===== src/rtl/esfa_trial_scheduler.sv =====
// Batch sequencer for ESFATop trials: re-arms the core, launches each trial and accumulates results.
// Optional per-trial watchdog is compiled in with ESFA_TRIAL_WATCHDOG_EN.
module esfa_trial_scheduler #(
   parameter int unsigned CNT_W        = 16,
   parameter int unsigned REARM_CYCLES = 2
`ifdef ESFA_TRIAL_WATCHDOG_EN
   , parameter int unsigned TIMEOUT_CYCLES = 1000000
`endif
) (
   input  logic             masterClock,
   input  logic             reset,
   input  logic             start,
   input  logic [CNT_W-1:0] trialCount,
   input  logic             abort,
   output logic             busy,
   output logic             done,
   output logic             aborted,
   output logic [CNT_W-1:0] passCount,
   output logic [CNT_W-1:0] failCount,
   output logic [CNT_W-1:0] timeoutCount,
   output logic [CNT_W-1:0] firstFailTrial,
   output logic [7:0]       firstFailInstr,
   output logic             coreRearm,
   output logic             doRun,
   input  logic             isRunning,
   input  logic             didRun,
   input  logic             wasSuccessful,
   input  logic [7:0]       instructionOfError
);

   localparam int unsigned RW = (REARM_CYCLES > 1) ? $clog2(REARM_CYCLES) : 1;
   localparam logic [RW-1:0] REARM_LAST = RW'(REARM_CYCLES - 1);

   typedef enum logic [2:0] {IDLE, REARM, LAUNCH, RUN, RECORD, FINISH} state_t;

   state_t           state, nextState;
   logic [CNT_W-1:0] countLatched;
   logic [CNT_W-1:0] trialIdx;
   logic [CNT_W-1:0] trialIdxInc;
   logic [RW-1:0]    rearmCnt;
   logic             startBatch;
   logic             startZero;
   logic             wdExpired;
   logic             timeoutHit;
   logic             timedOut;

   assign trialIdxInc = trialIdx + CNT_W'(1);
   assign startBatch  = (state == IDLE) && start && (trialCount != '0);
   assign startZero   = (state == IDLE) && start && (trialCount == '0);

`ifdef ESFA_TRIAL_WATCHDOG_EN
   localparam int unsigned WW = $clog2(TIMEOUT_CYCLES + 1);
   logic [WW-1:0] wdCnt;

   // Counter is zero whenever outside LAUNCH/RUN, so it is clear on every LAUNCH entry.
   always_ff @(posedge masterClock) begin
      if (reset || !(state == LAUNCH || state == RUN)) wdCnt <= '0;
      else                                             wdCnt <= wdCnt + 1'b1;
   end

   assign wdExpired = (state == LAUNCH || state == RUN) && (wdCnt == WW'(TIMEOUT_CYCLES - 1));
`else
   assign wdExpired    = 1'b0;
   assign timeoutCount = '0;
`endif

   always_ff @(posedge masterClock) begin
      if (reset) state <= IDLE;
      else       state <= nextState;
   end

   always_comb begin
      nextState  = state;
      timeoutHit = 1'b0;
      case (state)
         IDLE:   if (startBatch) nextState = REARM;
         REARM:  if (abort) nextState = FINISH;
                 else if (rearmCnt == REARM_LAST) nextState = LAUNCH;
         LAUNCH: if (abort) nextState = FINISH;
                 else if (isRunning || didRun) nextState = RUN;
                 else if (wdExpired) begin
                    nextState  = RECORD;
                    timeoutHit = 1'b1;
                 end
         RUN:    if (abort) nextState = FINISH;
                 else if (didRun && !isRunning) nextState = RECORD;
                 else if (wdExpired) begin
                    nextState  = RECORD;
                    timeoutHit = 1'b1;
                 end
         RECORD: if (abort || trialIdxInc == countLatched) nextState = FINISH;
                 else nextState = REARM;
         FINISH: nextState = IDLE;
         default: nextState = IDLE;
      endcase
   end

   // Outputs are registered from nextState so they line up with the state they describe.
   always_ff @(posedge masterClock) begin
      if (reset) begin
         busy           <= 1'b0;
         done           <= 1'b0;
         aborted        <= 1'b0;
         coreRearm      <= 1'b0;
         doRun          <= 1'b0;
         timedOut       <= 1'b0;
         rearmCnt       <= '0;
         countLatched   <= '0;
         trialIdx       <= '0;
         passCount      <= '0;
         failCount      <= '0;
         firstFailTrial <= '1;
         firstFailInstr <= 8'hFF;
`ifdef ESFA_TRIAL_WATCHDOG_EN
         timeoutCount   <= '0;
`endif
      end else begin
         busy      <= (nextState != IDLE);
         done      <= (nextState == FINISH) || startZero;
         coreRearm <= (nextState == REARM);
         doRun     <= (nextState == LAUNCH);
         timedOut  <= timeoutHit;
         rearmCnt  <= (state == REARM) ? rearmCnt + 1'b1 : '0;

         if (state == IDLE && start) begin
            countLatched   <= trialCount;
            trialIdx       <= '0;
            passCount      <= '0;
            failCount      <= '0;
            firstFailTrial <= '1;
            firstFailInstr <= 8'hFF;
            aborted        <= 1'b0;
`ifdef ESFA_TRIAL_WATCHDOG_EN
            timeoutCount   <= '0;
`endif
         end

         if (abort && (state == REARM || state == LAUNCH || state == RUN || state == RECORD))
            aborted <= 1'b1;

         if (state == RECORD) begin
            trialIdx <= trialIdxInc;
            if (wasSuccessful && !timedOut) begin
               passCount <= passCount + CNT_W'(1);
            end else begin
               failCount <= failCount + CNT_W'(1);
               if (failCount == '0) begin
                  firstFailTrial <= trialIdx;
                  firstFailInstr <= timedOut ? 8'hFF : instructionOfError;
               end
`ifdef ESFA_TRIAL_WATCHDOG_EN
               if (timedOut) timeoutCount <= timeoutCount + CNT_W'(1);
`endif
            end
         end
      end
   end

endmodule


===== config.mk =====
export PLATFORM = sky130hd
export DESIGN_NAME = esfa_trial_scheduler
export DESIGN_NICKNAME = d
export VERILOG_FILES = /design/src/rtl/esfa_trial_scheduler.sv
export SDC_FILE = /design/constraint.sdc
export NUM_CORES = 1
export LEC_CHECK = 0
export BUFFER_PORTS_ARGS = -buffer_cell sky130_fd_sc_hd__buf_4
export CAP_MARGIN = 15
export CORE_MARGIN = 4
export CORE_UTILIZATION = 54
export CTS_CLUSTER_DIAMETER = 120
export DETAILED_ROUTE_END_ITERATION = 8
export GPL_TIMING_DRIVEN = 0
export PLACE_DENSITY = 0.8
export SETUP_SLACK_MARGIN = 0.3
export SYNTH_ARGS = -nofsm -noshare
export SYNTH_HDL_FRONTEND = slang
export SYNTH_SLANG_ARGS = --single-unit

===== constraint.sdc =====
create_clock -name masterClock -period 2.95 [get_ports masterClock]
set_input_delay 0.1475 -clock masterClock [delete_from_list [all_inputs] [get_ports masterClock]]
set_output_delay 0.1475 -clock masterClock [all_outputs]
set_load 0.05 [all_outputs]

==> impl_metrics.yaml <==
clock_network:
  cts-root-buf: "clkbuf_8"
  cts_buffers: 9
  clockBufferDepth: 2
  ctsHtreeMaxLevel: 3
  path_clk_slew_ns: 0.11
  cts_tree: "done"
  clkSinkCount: 97
  post_cts.repair.setup_buffers: 0
  clk_latency_ns: 0.37
floorplanning:
  io_pins: 108
  coreArea_um2: 8720
  rows: 34
  die_w_um: 103
  fp.dieArea_um2: 10500
  initial_core_util_pct: 55.5
  die_h_um: 103
grt:
  grt_first_pass_wirelength_mm: 19.8
  track_usage_pct: 23.6
  grt_antenna_before_repair: 0
  grt_pass1_vias: 4195
  overflow: 0
  grt_max_degree: 19
critical_path:
  criticalPathCategory: "reg -> reg"
  cp_slowest_cell: "a2111oi_1"
  critPathCaptureType: "flip-flop"
  setup.worst_path.start: "trialIdx[0]$_SDFFE_PP0P_"
  r2r_start: "trialIdx[0]$_SDFFE_PP0P_"
  cp_slowest_stage_delay_ns: 0.49
  arrival_ns: 2.80
  reg2reg_slack_ns: 0.41
  crit_fanout: 7
  critPathLaunchType: "flip-flop"
  required_ns: 3.21
  crit_chain: "ha_2 -> nand3_2 -> nor4_4 -> o22ai_1 -> a2111oi_1 -> nand4_1 -> and3_1"
yosys:
  synthCells: 603
  synth_top_flop_cell: "dfxtp_1"
  avgSynthCellArea_um2: 8.02
  yosys.area.top_type: "dfxtp_1"
  synthArstFlopShare_pct: 0
  synth_seq_cells: 97
  seq_area_frac_synth_pct: 40.2
  synth_top_cell_area_share_pct: 40.2
  yosys_warnings: 0
  netlist_area_um2: 4840
  synth_area_leaders: "dfxtp_1, nor2_1, a21oi_1, nand2_1, nor3_1"
  synth.distinct_cells: 56
  synth_edf_count: 0
power:
  combPwrFrac_pct: 18.5
  p_leak_nw: 2.45
  internal_power_mw: 1.84
  sequentialPowerShare_pct: 51.1
  switching_share_pct: 32.3
  p_sw_mw: 0.876
  power.share.clock_pct: 30.5
  irDropWorstVdd_mv: 0.319
  cellPowerDensity_nw_per_um2: 456
detailed_routing:
  antenna_left: 0
  first_pass_iters: 4
  wl_per_cell_um: 15.2
  wirelength_mm: 12.7
  vias: 4688
  route.detailed.drc: 0
  drtIter0Drc: 236
  viasPerCell: 5.61
timing:
  layout_setup_ws_ns: 0.407
  hold_viol: 0
  drv_slew: 0
  setup_viol: 0
  timing.slew.headroom_pct: 53.5
  max_freq_mhz: 393
  tns_ns: 0
  rsz0062_at_grt: "no"
  period_needed_ns: 2.54
  finClkSkew_ns: 0.0190
  timing.final.crit_share_pct: 86.2
  worstMarginPinSlew_ns: 0.695
min_path:
  hold_path.class: "in -> reg"
  hold_start: "instructionOfError[0]"
placement:
  io_buffer_count: 91
  pre_cts_ws_ns: 0.128
  gp_congestion: 0.918
  dp.cells: 817
  dp_hpwl_mm: 9.39
cells_and_area:
  antenna_cells: 0
  drive_above_1_share_pct: 21.0
  final_common_cell: "buf_4"
  final_cell_mix: "buf_4, dfxtp_1, nor2_1, nand2_1, a21oi_1"
  fin_nets: 758
  stdcell_count: 836
  area_growth_pct: 23.3
flow_run:
  maxCapViolCount: 0
run_status:
  status: "finished, final reports clean"
-- repair_timing --
| action | in CTS | in global routing |
|---|---|---|
| pin swaps | 0 | 1 |
| endpoints found under the setup margin | 3 | 3 |
| endpoints found under the hold margin | 2 | 0 |
| hold buffers | 3 | 0 |
| resized for setup | 3 | 4 |
-- flip-flops by register name, summed over array words and instances (netlist names) --
| register | count |
|---|---|
| failCount | 16 |
| state | 3 |
| trialIdx | 16 |
| coreRearm | 1 |
| passCount | 16 |
| aborted | 1 |
| busy | 1 |
| rearmCnt | 1 |
| done | 1 |
| firstFailInstr | 8 |
| doRun | 1 |
| countLatched | 16 |
| firstFailTrial | 16 |
-- layout make-up --
class	instances	area, µm²
well taps	108	135
clock buffers	9	124
inverters	11	41.3
plain buffers	55	285
clock inverters	7	61.3
repair buffers	94	713
multi-input cells	455	2660
flip-flops and latches	97	1940
fillers	747	2760
-- power groups by stage --
stage                     Sequential [mW]  Combinational, mW  Clock [mW]
after floorplan                      1.47              0.288           0
after global placement               1.41              0.486           0
after detailed placement             1.42              0.493           0
after CTS                            1.39              0.497       0.835
after global routing                 1.39              0.542       0.893
final                                1.39              0.502       0.827
-- critical path, delay by kind of cell (launching register included) --
| family | cells | cell delay [ns] |
|---|---|---|
| and+or+nand+nor | 4 | 1.09 |
| AOI/OAI and AO/OA | 2 | 0.61 |
| DFF | 1 | 0.43 |
| adders and majority gates | 1 | 0.29 |
-- final timing paths --
check / end / cells past startpoint
max: coreRearm$_SDFF_PP0_ / 7
min: firstFailInstr[0]$_SDFF_PP1_ / 3
max reg2reg: coreRearm$_SDFF_PP0_ / 7
min reg2reg: countLatched[4]$_SDFFE_PP0P_ / 2
-- metrics by stage --
step	util, %	total power [mW]	hold WS (ns)	area (µm²)
2_1_floorplan	-	1.76	0.232	4890
3_3_place_gp	65.5	1.90	0.383	5710
3_5_place_dp	65.5	1.91	0.386	5710
4_1_cts	68.1	2.72	0.00290	5940
5_1_grt	68.4	2.83	0.0122	5960
6_report	68.4	2.72	0.00533	5960
-- layer usage --
layer / global-route usage [%] / wire [µm]
met1: 33.1 / 5840
met2: 37.2 / 5730
met3: 3.04 / 869
met4: 8.48 / 246
met5: 0 / 0
-- synthesized netlist by cell type, types with 2 or more instances --
cell and n:
a211oi_1 3, a21oi_1 53, a22oi_1 2, a31oi_1 2, and2_1 2, and3_1 6
and4_1 3, buf_1 4, buf_2 6, buf_4 18, clkbuf_1 24, clkbuf_2 3
dfxtp_1 97, ha_1 4, inv_1 11, mux2_2 6, mux2i_1 3, nand2_1 63
nand2b_1 6, nand3_1 17, nand3_2 2, nand3b_1 8, nand4_1 13, nor2_1 76
nor2b_1 3, nor3_1 37, nor4_1 12, o211ai_1 10, o21ai_0 19, o21bai_1 24
or3_1 10, or4_1 2, xnor2_1 18, xor2_1 14
-- logic make-up (layout without fill, tap and decap cells) --
group                      after synthesis  after routing  synth area share, %
and+or+nand+nor                        269            269                 28.2
xor gates and xnor gates                32             32                 5.80
adders and majority gates                4              4                 1.03
AOI/OAI and AO/OA                      125            125                 15.9
DFF                                     97             97                 40.2
buffers and inverters                   66            176                 6.75
other                                    1             16               0.0775
muxes                                    9              9                 2.02
Note: power is estimated with default switching activity, not from simulation.
